[src/rtl/fifo_pkg.sv]
// ============================================================================
// Package     : fifo_pkg
// Description : Shared asynchronous-FIFO constants and Gray/binary helpers.
// Revision    : 1.0  initial release
// ============================================================================
`default_nettype none

package fifo_pkg;

  // Default geometry; DEPTH must equal 2**ADDR_WIDTH.
  localparam int ADDR_WIDTH = 4;
  localparam int DEPTH      = 16;
  localparam int PTR_W      = ADDR_WIDTH + 1;
  localparam bit DEPTH_OK   = (DEPTH == (2 ** ADDR_WIDTH));

  // Widest pointer the helpers handle. Callers zero-extend and truncate, so
  // one pair of functions serves every pointer width.
  localparam int MAX_PTR_W = 32;
  typedef logic [MAX_PTR_W-1:0] ptr_max_t;

  function automatic ptr_max_t bin2gray(input ptr_max_t b);
    return b ^ (b >> 1);
  endfunction

  // Each binary bit is the XOR of all Gray bits at or above it; zero upper
  // bits from zero-extension leave the result unaffected.
  function automatic ptr_max_t gray2bin(input ptr_max_t g);
    ptr_max_t b;
    b[MAX_PTR_W-1] = g[MAX_PTR_W-1];
    for (int i = MAX_PTR_W - 2; i >= 0; i--) begin
      b[i] = b[i+1] ^ g[i];
    end
    return b;
  endfunction

endpackage

`default_nettype wire

[src/rtl/wr_full_gen_if.sv]
// ============================================================================
// Interface   : wr_full_gen_if
// Description : Pointer and status bundle between write controller, read
//               domain and the write-side full generator.
// Revision    : 1.0  initial release
// ============================================================================
`default_nettype none

interface wr_full_gen_if #(
  parameter int PTR_W = 5
);
  logic [PTR_W-1:0] wr_ptr_ext;
  logic             wr_inc;
  logic [PTR_W-1:0] rd_ptr_gray;
  logic [PTR_W-1:0] wr_ptr_gray;
  logic             full;
  logic             almost_full;
  logic [PTR_W-1:0] wr_level;

  // Side that supplies pointers and consumes flags.
  modport master (
    output wr_ptr_ext, wr_inc, rd_ptr_gray,
    input  wr_ptr_gray, full, almost_full, wr_level
  );

  // The status generator itself.
  modport slave (
    input  wr_ptr_ext, wr_inc, rd_ptr_gray,
    output wr_ptr_gray, full, almost_full, wr_level
  );
endinterface

`default_nettype wire

[src/rtl/ptr_sync.sv]
// ============================================================================
// Module      : ptr_sync
// Description : Multi-flop bus synchroniser for Gray-coded pointers. No logic
//               between stages; async active-low reset clears every stage.
// Revision    : 1.0  initial release
// ============================================================================
`default_nettype none

module ptr_sync #(
  parameter int WIDTH  = 5,
  parameter int STAGES = 2
) (
  input  wire logic             clk,
  input  wire logic             rst_n,
  input  wire logic [WIDTH-1:0] din,
  output logic      [WIDTH-1:0] dout
);

  logic [WIDTH-1:0] sync_d [STAGES];
  logic [WIDTH-1:0] sync_q [STAGES];

  // Shift chain: stage 0 captures the asynchronous bus, later stages copy.
  always_comb begin
    sync_d[0] = din;
    for (int i = 1; i < STAGES; i++) begin
      sync_d[i] = sync_q[i-1];
    end
  end

  // Synchroniser flops.
  always_ff @(posedge clk or negedge rst_n) begin
    if (!rst_n) begin
      for (int i = 0; i < STAGES; i++) begin
        sync_q[i] <= '0;
      end
    end else begin
      for (int i = 0; i < STAGES; i++) begin
        sync_q[i] <= sync_d[i];
      end
    end
  end

  assign dout = sync_q[STAGES-1];

endmodule

`default_nettype wire

[src/rtl/wr_full_gen.sv]
// ============================================================================
// Module      : wr_full_gen
// Description : Write-domain status generator for the asynchronous FIFO.
//               Exports the Gray write pointer, synchronises the read Gray
//               pointer and registers full, almost_full and fill level, all
//               evaluated against the next write pointer.
// Revision    : 1.0  initial release
// ============================================================================
`default_nettype none

module wr_full_gen
  import fifo_pkg::*;
#(
  parameter int DEPTH       = 16,
  parameter int ADDR_WIDTH  = 4,
  parameter int SYNC_STAGES = 2,
  parameter int AF_THRESH   = DEPTH - 2
) (
  input  wire logic      wr_clk,
  input  wire logic      rst_n,
  wr_full_gen_if.slave   bus
);

  localparam int            PW     = ADDR_WIDTH + 1;
  localparam logic [PW-1:0] AF_LVL = PW'(AF_THRESH);

  // Parameter legality, caught at elaboration.
  if (DEPTH != (2 ** ADDR_WIDTH)) begin : g_depth_chk
    $error("wr_full_gen: DEPTH must equal 2**ADDR_WIDTH");
  end
  if (ADDR_WIDTH < 2) begin : g_aw_chk
    $error("wr_full_gen: ADDR_WIDTH must be at least 2");
  end
  if ((SYNC_STAGES < 2) || (SYNC_STAGES > 4)) begin : g_sync_chk
    $error("wr_full_gen: SYNC_STAGES must be 2..4");
  end
  if ((AF_THRESH < 1) || (AF_THRESH > DEPTH)) begin : g_af_chk
    $error("wr_full_gen: AF_THRESH must be 1..DEPTH");
  end

  logic [PW-1:0] rd_gray_s;
  logic [PW-1:0] rd_bin_s;
  logic [PW-1:0] rd_gray_full;
  logic [PW-1:0] nxt_bin;
  logic [PW-1:0] nxt_gray;
  logic [PW-1:0] nxt_level;

  logic [PW-1:0] wr_ptr_gray_d, wr_ptr_gray_q;
  logic [PW-1:0] wr_level_d,    wr_level_q;
  logic          full_d,        full_q;
  logic          almost_full_d, almost_full_q;

  ptr_sync #(
    .WIDTH  (PW),
    .STAGES (SYNC_STAGES)
  ) u_rd_sync (
    .clk   (wr_clk),
    .rst_n (rst_n),
    .din   (bus.rd_ptr_gray),
    .dout  (rd_gray_s)
  );

  // Next pointer, its Gray form, and the level it implies against the
  // synchronised read pointer. Full is the Gray "top two bits inverted" match.
  always_comb begin
    nxt_bin       = bus.wr_ptr_ext + PW'(bus.wr_inc);
    nxt_gray      = PW'(bin2gray(ptr_max_t'(nxt_bin)));
    rd_bin_s      = PW'(gray2bin(ptr_max_t'(rd_gray_s)));
    nxt_level     = nxt_bin - rd_bin_s;
    rd_gray_full  = {~rd_gray_s[ADDR_WIDTH:ADDR_WIDTH-1], rd_gray_s[ADDR_WIDTH-2:0]};
    wr_ptr_gray_d = nxt_gray;
    wr_level_d    = nxt_level;
    full_d        = (nxt_gray == rd_gray_full);
    almost_full_d = (nxt_level >= AF_LVL);
  end

  // Export and flag registers; everything seen outside is a flop output.
  always_ff @(posedge wr_clk or negedge rst_n) begin
    if (!rst_n) begin
      wr_ptr_gray_q <= '0;
      wr_level_q    <= '0;
      full_q        <= 1'b0;
      almost_full_q <= 1'b0;
    end else begin
      wr_ptr_gray_q <= wr_ptr_gray_d;
      wr_level_q    <= wr_level_d;
      full_q        <= full_d;
      almost_full_q <= almost_full_d;
    end
  end

  assign bus.wr_ptr_gray = wr_ptr_gray_q;
  assign bus.wr_level    = wr_level_q;
  assign bus.full        = full_q;
  assign bus.almost_full = almost_full_q;

`ifndef SYNTHESIS
  // A write presented while full is a write-controller protocol error.
  a_no_write_when_full : assert property (
    @(posedge wr_clk) disable iff (!rst_n) !(bus.wr_inc && full_q)
  ) else $error("wr_full_gen: wr_inc asserted while full");
`endif

endmodule

`default_nettype wire

[src/flat_wrapper.sv]
// flat-port wrapper written by rule: the top's interface ports become plain ports
module wr_full_gen_flat import fifo_pkg::*;
#(
  parameter int DEPTH       = 16,
  parameter int ADDR_WIDTH  = 4,
  parameter int SYNC_STAGES = 2,
  parameter int AF_THRESH   = DEPTH - 2
)
  (wr_clk, rst_n, bus_wr_ptr_ext, bus_wr_inc, bus_rd_ptr_gray, bus_wr_ptr_gray, bus_full, bus_almost_full, bus_wr_level);
  wr_full_gen_if #(.PTR_W((4) + 1)) bus_i ();
  input  wire logic wr_clk;
  input  wire logic rst_n;
  input wire logic [$bits(bus_i.wr_ptr_ext)-1:0] bus_wr_ptr_ext;
  input wire logic [$bits(bus_i.wr_inc)-1:0] bus_wr_inc;
  input wire logic [$bits(bus_i.rd_ptr_gray)-1:0] bus_rd_ptr_gray;
  output wire logic [$bits(bus_i.wr_ptr_gray)-1:0] bus_wr_ptr_gray;
  output wire logic [$bits(bus_i.full)-1:0] bus_full;
  output wire logic [$bits(bus_i.almost_full)-1:0] bus_almost_full;
  output wire logic [$bits(bus_i.wr_level)-1:0] bus_wr_level;
  assign bus_i.wr_ptr_ext = bus_wr_ptr_ext;
  assign bus_i.wr_inc = bus_wr_inc;
  assign bus_i.rd_ptr_gray = bus_rd_ptr_gray;
  assign bus_wr_ptr_gray = bus_i.wr_ptr_gray;
  assign bus_full = bus_i.full;
  assign bus_almost_full = bus_i.almost_full;
  assign bus_wr_level = bus_i.wr_level;
  wr_full_gen #(.DEPTH(DEPTH), .ADDR_WIDTH(ADDR_WIDTH), .SYNC_STAGES(SYNC_STAGES), .AF_THRESH(AF_THRESH)) u_core (.wr_clk(wr_clk), .rst_n(rst_n), .bus(bus_i));
endmodule
[config.mk]
export PLATFORM = sky130hd
export DESIGN_NAME = wr_full_gen_flat
export DESIGN_NICKNAME = d
export VERILOG_FILES = /design/src/rtl/fifo_pkg.sv /design/src/rtl/wr_full_gen_if.sv /design/src/rtl/ptr_sync.sv /design/src/rtl/wr_full_gen.sv /design/src/flat_wrapper.sv
export SDC_FILE = /design/constraint.sdc
export NUM_CORES = 1
export LEC_CHECK = 0
export CORE_MARGIN = 10
export CORE_UTILIZATION = 51
export DETAILED_ROUTE_END_ITERATION = 10
export PLACE_DENSITY = 0.81
export SLEW_MARGIN = 20
export SYNTH_ARGS = -nofsm -noshare
export SYNTH_HDL_FRONTEND = slang
export SYNTH_SLANG_ARGS = --single-unit
export TNS_END_PERCENT = 1
[constraint.sdc]
create_clock -name wr_clk -period 8.32 [get_ports wr_clk]
set_clock_uncertainty 0.05 [all_clocks]
set_input_delay 1.664 -clock wr_clk [delete_from_list [all_inputs] [get_ports wr_clk]]
set_output_delay 1.664 -clock wr_clk [all_outputs]
set_load 0.01 [all_outputs]
# Word level (Yosys, flattened, before mapping)
# Index checks and enable logic that the tools add are counted.
[op_classes] n_addsub=2 n_lt_le_gt_ge=1 eq_ne=1 bitwise=6
[op_table] op="$add A5 B1 Y5" n=1
[op_table] op="$eq A5 B5 Y1" n=1
[op_table] op="$ge A5 B4 Y1 const B" n=1
[op_table] op="$sub A5 B5 Y5" n=1
[op_table] op="$xor A5 B4 Y5" n=1
[op_table] op="$xor A1 B1 Y1" n=4
[op_table] op="$not A2 Y2" n=1
[totals] ff_bits=22 input_bits=13 out_inout_bits=12 wordCells=16

# Depth between registers and ports, before layout
# Gate-level depths: netlist of the first run.
[depth] ltp_word=6 ltp_mapped=11 mapped_depth_nobuf=11

# By module
# A second synthesis of the first run with hierarchy kept.
[unflattened] hier_cells=78 hier_area_um2=1038.5
[modules_own_cells] module="wr_full_gen" n_inst=1 cells_each=68 area_per_inst_um2=788.3 seq_area_each_um2=300.3
[modules_own_cells] module="ptr_sync" n_inst=1 cells_each=10 area_per_inst_um2=250.2 seq_area_each_um2=250.2

# Worst setup path after synthesis of the first run
# No wires, ideal clock.
[synth_timing] path_type="in2reg" startpoint="input port bus_wr_inc" endpoint="register u_core.almost_full_q, in the netlist u_core.bus.almost_full" setup_ns=0.130 arrival_ns=3.332 required_ns=8.140 setup_slack_ns=4.808 cell_stages=7 n_path_buf=0 path_cell_list="ha_1 ha_1 fa_1 a21o_1 a21oi_1 xor2_1 o31ai_1"
[synth_via] elab_chain_cells=3
[synth_rtl] element="start, declared" line_no="flat_wrapper.sv:14" text="input wire logic [$bits(bus_i.wr_inc)-1:0] bus_wr_inc;"
[synth_rtl] element="$add A5 B1 Y5" line_no="wr_full_gen.sv:66" text="nxt_bin = bus.wr_ptr_ext + PW'(bus.wr_inc);"
[synth_rtl] element="$sub A5 B5 Y5" line_no="wr_full_gen.sv:69" text="nxt_level = nxt_bin - rd_bin_s;"
[synth_rtl] element="$ge A5 B4 Y1" line_no="wr_full_gen.sv:74" text="almost_full_d = (nxt_level >= AF_LVL);"
[synth_rtl] element="net u_core.almost_full_d" line_no="wr_full_gen.sv:51" text="logic almost_full_d, almost_full_q;"
[synth_rtl] element="end signal, assigned" line_no="wr_full_gen.sv:88" text="almost_full_q <= almost_full_d;"
[synth_rtl] element="end, declared" line_no="wr_full_gen.sv:51"
# The timed path passes the listed nets, and every way through them passes these cells.

# Worst setup path after layout of the first run
[layout_timing] startpoint="input port bus_wr_ptr_ext[0]" endpoint="register u_core.almost_full_q, in the netlist u_core.bus.almost_full"
[layout_via] elab_chain_cells=3
[layout_rtl] element="start, declared" line_no="flat_wrapper.sv:13" text="input wire logic [$bits(bus_i.wr_ptr_ext)-1:0] bus_wr_ptr_ext;"
[layout_rtl] element="$add A5 B1 Y5" line_no="wr_full_gen.sv:66"
[layout_rtl] element="$sub A5 B5 Y5" line_no="wr_full_gen.sv:69"
[layout_rtl] element="$ge A5 B4 Y1" line_no="wr_full_gen.sv:74"
[layout_rtl] element="net u_core.almost_full_d" line_no="wr_full_gen.sv:51"
# The timed path passes the listed nets, and every way through them passes these cells.

==> results of run 1 <==
metrics by stage:
stage,setup WS (ns),cells,hold slack [ns],power [mW],utilization
final,4.57,132,0.308,0.289,0.682
after floorplan,4.81,79,0.281,0.182,-
after CTS,4.58,132,0.317,0.292,0.682
after global placement,4.28,128,0.286,0.229,0.664
after detailed placement,4.27,128,0.290,0.232,0.664
after global routing,4.40,132,0.322,0.306,0.682
cells in the mapped netlist (all sizes together), types with 2 or more instances:
library cell	number
o21ai	2
nor2	2
ha	6
a21oi	2
or3	2
inv	5
a21boi	3
dfrtp	22
nand3	3
buf	2
xor2	10
xnor2	8
layer usage:
| layer | wire length [µm] | GRT usage |
|---|---|---|
| met1 | 816 | 0.101 |
| met2 | 940 | 0.171 |
| met3 | 117 | 0.0344 |
| met4 | 47 | 0.0642 |
| met5 | 0 | 0 |
cell type report:
type / instances / share of cell area
Inverter: 5 / 0.0142
Clock buffer: 4 / 0.0274
Timing Repair Buffer: 24 / 0.181
Tap cell: 27 / 0.0255
Sequential cell: 22 / 0.415
Multi-Input combinational cell: 50 / 0.336
sequential cells by signal (all words and copies together) (netlist names):
signal and count:
u_core.bus.wr_level 5, u_core.bus.wr_ptr_gray 5, u_core.u_rd_sync.dout 5, u_core.u_rd_sync.sync_d 5
u_core.bus.almost_full 1, u_core.bus.full 1
cells by family (layout without fill, tap and decap cells):
family | after synthesis | count (layout)
AO/OA/AOI/OAI | 12 | 12
XOR/XNOR | 20 | 20
adder cells (fa/ha/maj) | 7 | 7
buffers and inverters | 7 | 33
flip-flops | 22 | 22
AND/OR/NAND/NOR | 11 | 11
where the power goes:
part / internal, mW / switching, mW / total [mW]
Clock: 0.0268 / 0.0338 / 0.0606
Sequential: 0.125 / 0.00472 / 0.130
Combinational: 0.0542 / 0.0445 / 0.0987
worst max-delay path by stage:
stage                      startpoint                     end  slack, ns  cells past startpoint
finish              bus_wr_ptr_ext[0]  u_core.bus.almost_full       4.57                      9
detailed placement  bus_wr_ptr_ext[0]  u_core.bus.almost_full       4.27                      9
floorplan                  bus_wr_inc  u_core.bus.almost_full       4.81                      7
global placement    bus_wr_ptr_ext[0]  u_core.bus.almost_full       4.28                      9
global route        bus_wr_ptr_ext[0]  u_core.bus.almost_full       4.40                      9
CTS                 bus_wr_ptr_ext[0]  u_core.bus.almost_full       4.58                      9
==> flow_summary_export.csv, run 1 <==
group,metric,value,unit
run_status,outcome,"finished clean",
cells_and_area,final_area,1330,µm²
synth,synthCells,79,
die,die-area,4220,µm²
synth,synth_xor_area_frac,0.198,
die,rows,16,
clock_network,postCtsResizedCells,0,
synth,synth_cell_types,26,
drt,drt_first_pass_iters,5,
cells_and_area,layout_commonest_cell,"clkdlybuf4s50_1",
critical_path,critPathKind,"in -> reg",
cells_and_area,mostFrequentLayoutCells,"clkdlybuf4s50_1, dfrtp_1, xor2_1",
drt,vias,660,
timing,post-route-period-util,0.450,
global_route,grt_max_degree,23,
power_and_ir_drop,vdd_drop_max,0.157,mV
run,maxCapViolCount,0,
timing,clock.fmax,267,MHz
power_and_ir_drop,power_density,218,nW/µm²
placed_design,portBuffers,24,
critical_path,path_cells,"clkdlybuf4s50_1, ha_1, ha_1, xor2_1, ha_1, a21o_1, a21oi_1, xor2_1, o31ai_1",
synth,ys_ff_latch,22,
critical_path,cp_max_fo,6,
global_route,gr-total-overflow,0,
global_route,grt.total_usage,0.0995,
critical_path,critical_path_buf_inv_count,1,
critical_path,startpoint_type,"primary input",
cells_and_area,drive_above_1_share,0.0476,
timing,setup_tns,0,ns
timing,max_slew.worst_pin.slew,0.910,ns
cells_and_area,fin_nets,126,
drt,routed_wl,1.92,mm
synth,yosys_warnings,0,
synth,synthTopCellsByArea,"dfrtp_1, xor2_1, ha_1, xnor2_1, xor3_1",
synth,synth_edf_count,0,
drt,drtIter0Drc,4,
critical_path,cpPeakStageDelay,0.47,ns
critical_path,cp.required,8.49,ns
synth,synth_simple_gate_area_frac,0.0607,
synth,synth_async_sr_flop_share,1.00,
drt,post_drt_wl_per_cell,14.6,µm
timing,slew_violations,0,
synth,synth_top_family_by_area,"XOR/XNOR gates",
clock_network,cts.sinks,22,
synth,synth_ff_type,"dfrtp_1",
synth,synthesis.nets,99,
critical_path,crit_arrival,3.91,ns
drt,ant_nets,0,
timing,rsz0062_at_grt,"no",
synth,yosysTopAreaCellShare,0.534,
die,die_y,65.0,µm
die,die_x,65.0,µm
critical_path,crit_top_cell,"ha_1",
drt,drc,0,
placed_design,dp_hpwl,1.49,mm
clock_network,clk_path_buf_depth,2,
cells_and_area,area_growth,28.5,%
cells_and_area,register_area,551,µm²
clock_network,path_clk_slew,0.13,ns
critical_path,ff2ff_path_depth,11,
hold_path,hold_end,"u_core.u_rd_sync.dout[2]",
hold_path,hold_path_startpoint,"u_core.u_rd_sync.sync_d[2]",
die,start_util,0.531,
clock_network,cts_tree,"done",
synth,syn_avg_cell_area,13.1,µm²
clock_network,post_cts.repair.setup_buffers,0,
timing,layout_min_cycle_time,3.75,ns
synth,yosys.area_share.adder,0.0922,
clock_network,cts_hold_buf,0,
die,io-pin-count,25,
cells_and_area,multiInputGateArea,445,µm²
synth,seq_area_frac_synth,0.534,
global_route,grt_pass1_vias,732,
cells_and_area,antenna_cells,0,
critical_path,reg2reg_from,"u_core.u_rd_sync.dout[4]",
synth,synth.cell_area,1030,µm²
clock_network,clock_latency,0.32,ns
die,core_area,1940,µm²
hold_path,min_path_cells,0,
global_route,grt_pass1_wl,3.19,mm
critical_path,crit_family,"adder cells",
placed_design,placed_cell_area,1290,µm²
critical_path,cpMaxStageDelayCell,"clkdlybuf4s50_1",
timing,hold_violations,0,
global_route,antenna_found_initial,0,
synth,synthMuxAreaShare,0,
clock_network,cts_root_buffer,"clkbuf_4",
power_and_ir_drop,leakage,0.586,nW
clock_network,cts_made_buffers,3,
drt,vias_per_cell,5.00,
critical_path,reg2reg_to,"u_core.bus.almost_full",
clock_network,h-tree-depth,1,
synth,synth_top_cell_by_area,"dfrtp_1",
timing,finalSetupViolations,0,
synth,synth_compound_area_frac,0.0813,
timing,slew_headroom,0.391,
placed_design,routabilityCongestion,0.764,
cells_and_area,fill_cells,163,
critical_path,reg2reg_slack,5.33,ns
hold_path,min_path_type,"reg -> reg",
critical_path,worstSetupEndpointType,"register",
Power figures use the tool's default switching activity.
==> run 2, diff against run 1 <==
CORE_ASPECT_RATIO = 1.75   (was unset)
CORE_UTILIZATION = 43   (was 51)
PLACE_DENSITY = 0.73   (was 0.81)
clock period = 3.3 ns   (was 8.32 ns; I/O delays follow)
==> run 2 against run 1 <==
  * Count of clock-buffer cells in the layout stayed put
  * Wire length is 2.3% higher
  * Cell area is 1.8% higher
  * Global-route usage is 1.2 points lower
  * Largest power group unchanged
  * Die area is 15% higher
  * Sequential power grew to 2.5 times the previous value
  * Sequential share of layout area is 0.73 points lower
  * Worst hold slack worse by 0.0045 ns
==> flow_summary_export.csv, run 2 (same netlist as run 1, synthesis figures left out) <==
group,metric,value,unit
drt,drc,0,
global_route,grt.total_usage,0.0873,
cells_and_area,drive_above_1_share,0.0571,
critical_path,cp_max_fo,3,
hold_path,min_path_type,"reg -> reg",
cells_and_area,area_growth,30.8,%
drt,routed_wl,1.97,mm
critical_path,reg2reg_slack,0.34,ns
clock_network,cts_tree,"done",
timing,max_slew.worst_pin.slew,0.951,ns
critical_path,startpoint_type,"register",
global_route,gr-total-overflow,0,
placed_design,routabilityCongestion,0.856,
power_and_ir_drop,vdd_drop_max,0.383,mV
cells_and_area,finish.utilization,0.586,
drt,post_drt_wl_per_cell,15.1,µm
power_and_ir_drop,power_density,569,nW/µm²
drt,drt_first_pass_iters,4,
clock_network,post_cts.repair.setup_buffers,0,
drt,ant_nets,0,
cells_and_area,multiInputGateArea,453,µm²
timing,slew_headroom,0.364,
cells_and_area,mostFrequentLayoutCells,"clkdlybuf4s50_1, dfrtp_1, xor2_1",
die,die-area,4830,µm²
timing,layout_min_cycle_time,2.96,ns
timing,worst_hold_slack,0.304,ns
placed_design,portBuffers,24,
global_route,grt_max_degree,23,
cells_and_area,fill_cells,196,
clock_network,clock_latency,0.26,ns
power_and_ir_drop,leakage,0.595,nW
global_route,grt_pass1_wl,3.33,mm
clock_network,cts.sinks,22,
critical_path,cpPeakStageDelay,0.40,ns
global_route,antenna_found_initial,0,
cells_and_area,antenna_cells,0,
critical_path,crit_arrival,3.06,ns
cells_and_area,final_area,1350,µm²
die,io-pin-count,25,
critical_path,crit_family,"XOR/XNOR gates",
placed_design,dp_hpwl,1.56,mm
clock_network,h-tree-depth,1,
critical_path,path_cells,"xnor2_1, xor2_1, xor2_2, xnor2_1, ha_1, inv_1, fa_1, a21o_1, a21oi_1, xor2_1, o31ai_1",
cells_and_area,fin_cells,130,
critical_path,critPathKind,"reg -> reg",
placed_design,dp_slack,0.249,ns
cells_and_area,layout_commonest_cell,"clkdlybuf4s50_1",
cells_and_area,register_area,551,µm²
die,rows,23,
clock_network,path_clk_slew,0.07,ns
clock_network,cts_made_buffers,3,
clock_network,clk_path_buf_depth,2,
timing,finalSetupViolations,0,
power_and_ir_drop,power,767,µW
die,core_area,2300,µm²
timing,layout_setup_ws,0.338,ns
critical_path,cp.required,3.39,ns
critical_path,cpMaxStageDelayCell,"dfrtp_1",
placed_design,post-place-cells,126,
timing,slew_violations,0,
cells_and_area,fin_nets,126,
run_status,outcome,"finished clean",
timing,hold_violations,0,
timing,clock.fmax,338,MHz
timing,setup_tns,0,ns
global_route,grt_pass1_vias,741,
run,maxCapViolCount,0,
drt,vias,665,
placed_design,placed_cell_area,1290,µm²
critical_path,worstSetupEndpointType,"register",
die,die_y,84.8,µm
die,start_util,0.448,
clock_network,cts_root_buffer,"clkbuf_8",
die,die_x,57.0,µm
timing,post-route-period-util,0.898,
drt,vias_per_cell,5.12,
drt,drtIter0Drc,14,
timing,rsz0062_at_grt,"no",
critical_path,critical_path_buf_inv_count,1,
## run 2: final cells by class
class | instances | share of cell area
Timing Repair Buffer | 24 | 0.178
Sequential cell | 22 | 0.408
Multi-Input combinational cell | 50 | 0.336
Inverter | 5 | 0.0139
Tap cell | 25 | 0.0232
Clock buffer | 4 | 0.0408
## run 2: worst register-to-register path: cells and delay by family, from the launching register on
kind,cells,cell delay [ns]
DFF,1,0.40
adders and majority gates,2,0.59
AOI/OAI and AO/OA,3,0.45
buffers and inverters,1,0.06
xor gates and xnor gates,5,1.28
## run 2: metal layers
metal	up-vias	GRT usage	share of wire
li1	317	-	-
met1	321	0.0789	0.35
met2	21	0.158	0.56
met3	6	0.0347	0.063
met4	0	0.0472	0.026
met5	-	0	0
## run 2: path summary, 6_finish.rpt
kind	start	to	cells after the start
max	u_core.u_rd_sync.dout[4]	u_core.bus.almost_full	11
min	u_core.u_rd_sync.sync_d[1]	u_core.u_rd_sync.dout[1]	0
max reg2reg	u_core.u_rd_sync.dout[4]	u_core.bus.almost_full	11
min reg2reg	u_core.u_rd_sync.sync_d[1]	u_core.u_rd_sync.dout[1]	0
max in group asynchronous	rst_n	u_core.u_rd_sync.sync_d[0]	1
min in group asynchronous	rst_n	u_core.u_rd_sync.sync_d[3]	1
## run 2: what timing repair did
item | 4_1_cts | 5_1_grt
setup endpoints to repair | 0 | 1
hold buffers | 0 | 0
gates resized for setup | 0 | 1
## run 2: report_power, final
part / internal, mW / leakage, nW / switching [mW]
clock: 0.106 / 0.0288 / 0.0826
sequential: 0.316 / 0.258 / 0.0143
combinational: 0.137 / 0.308 / 0.111
total: 0.559 / 0.595 / 0.208
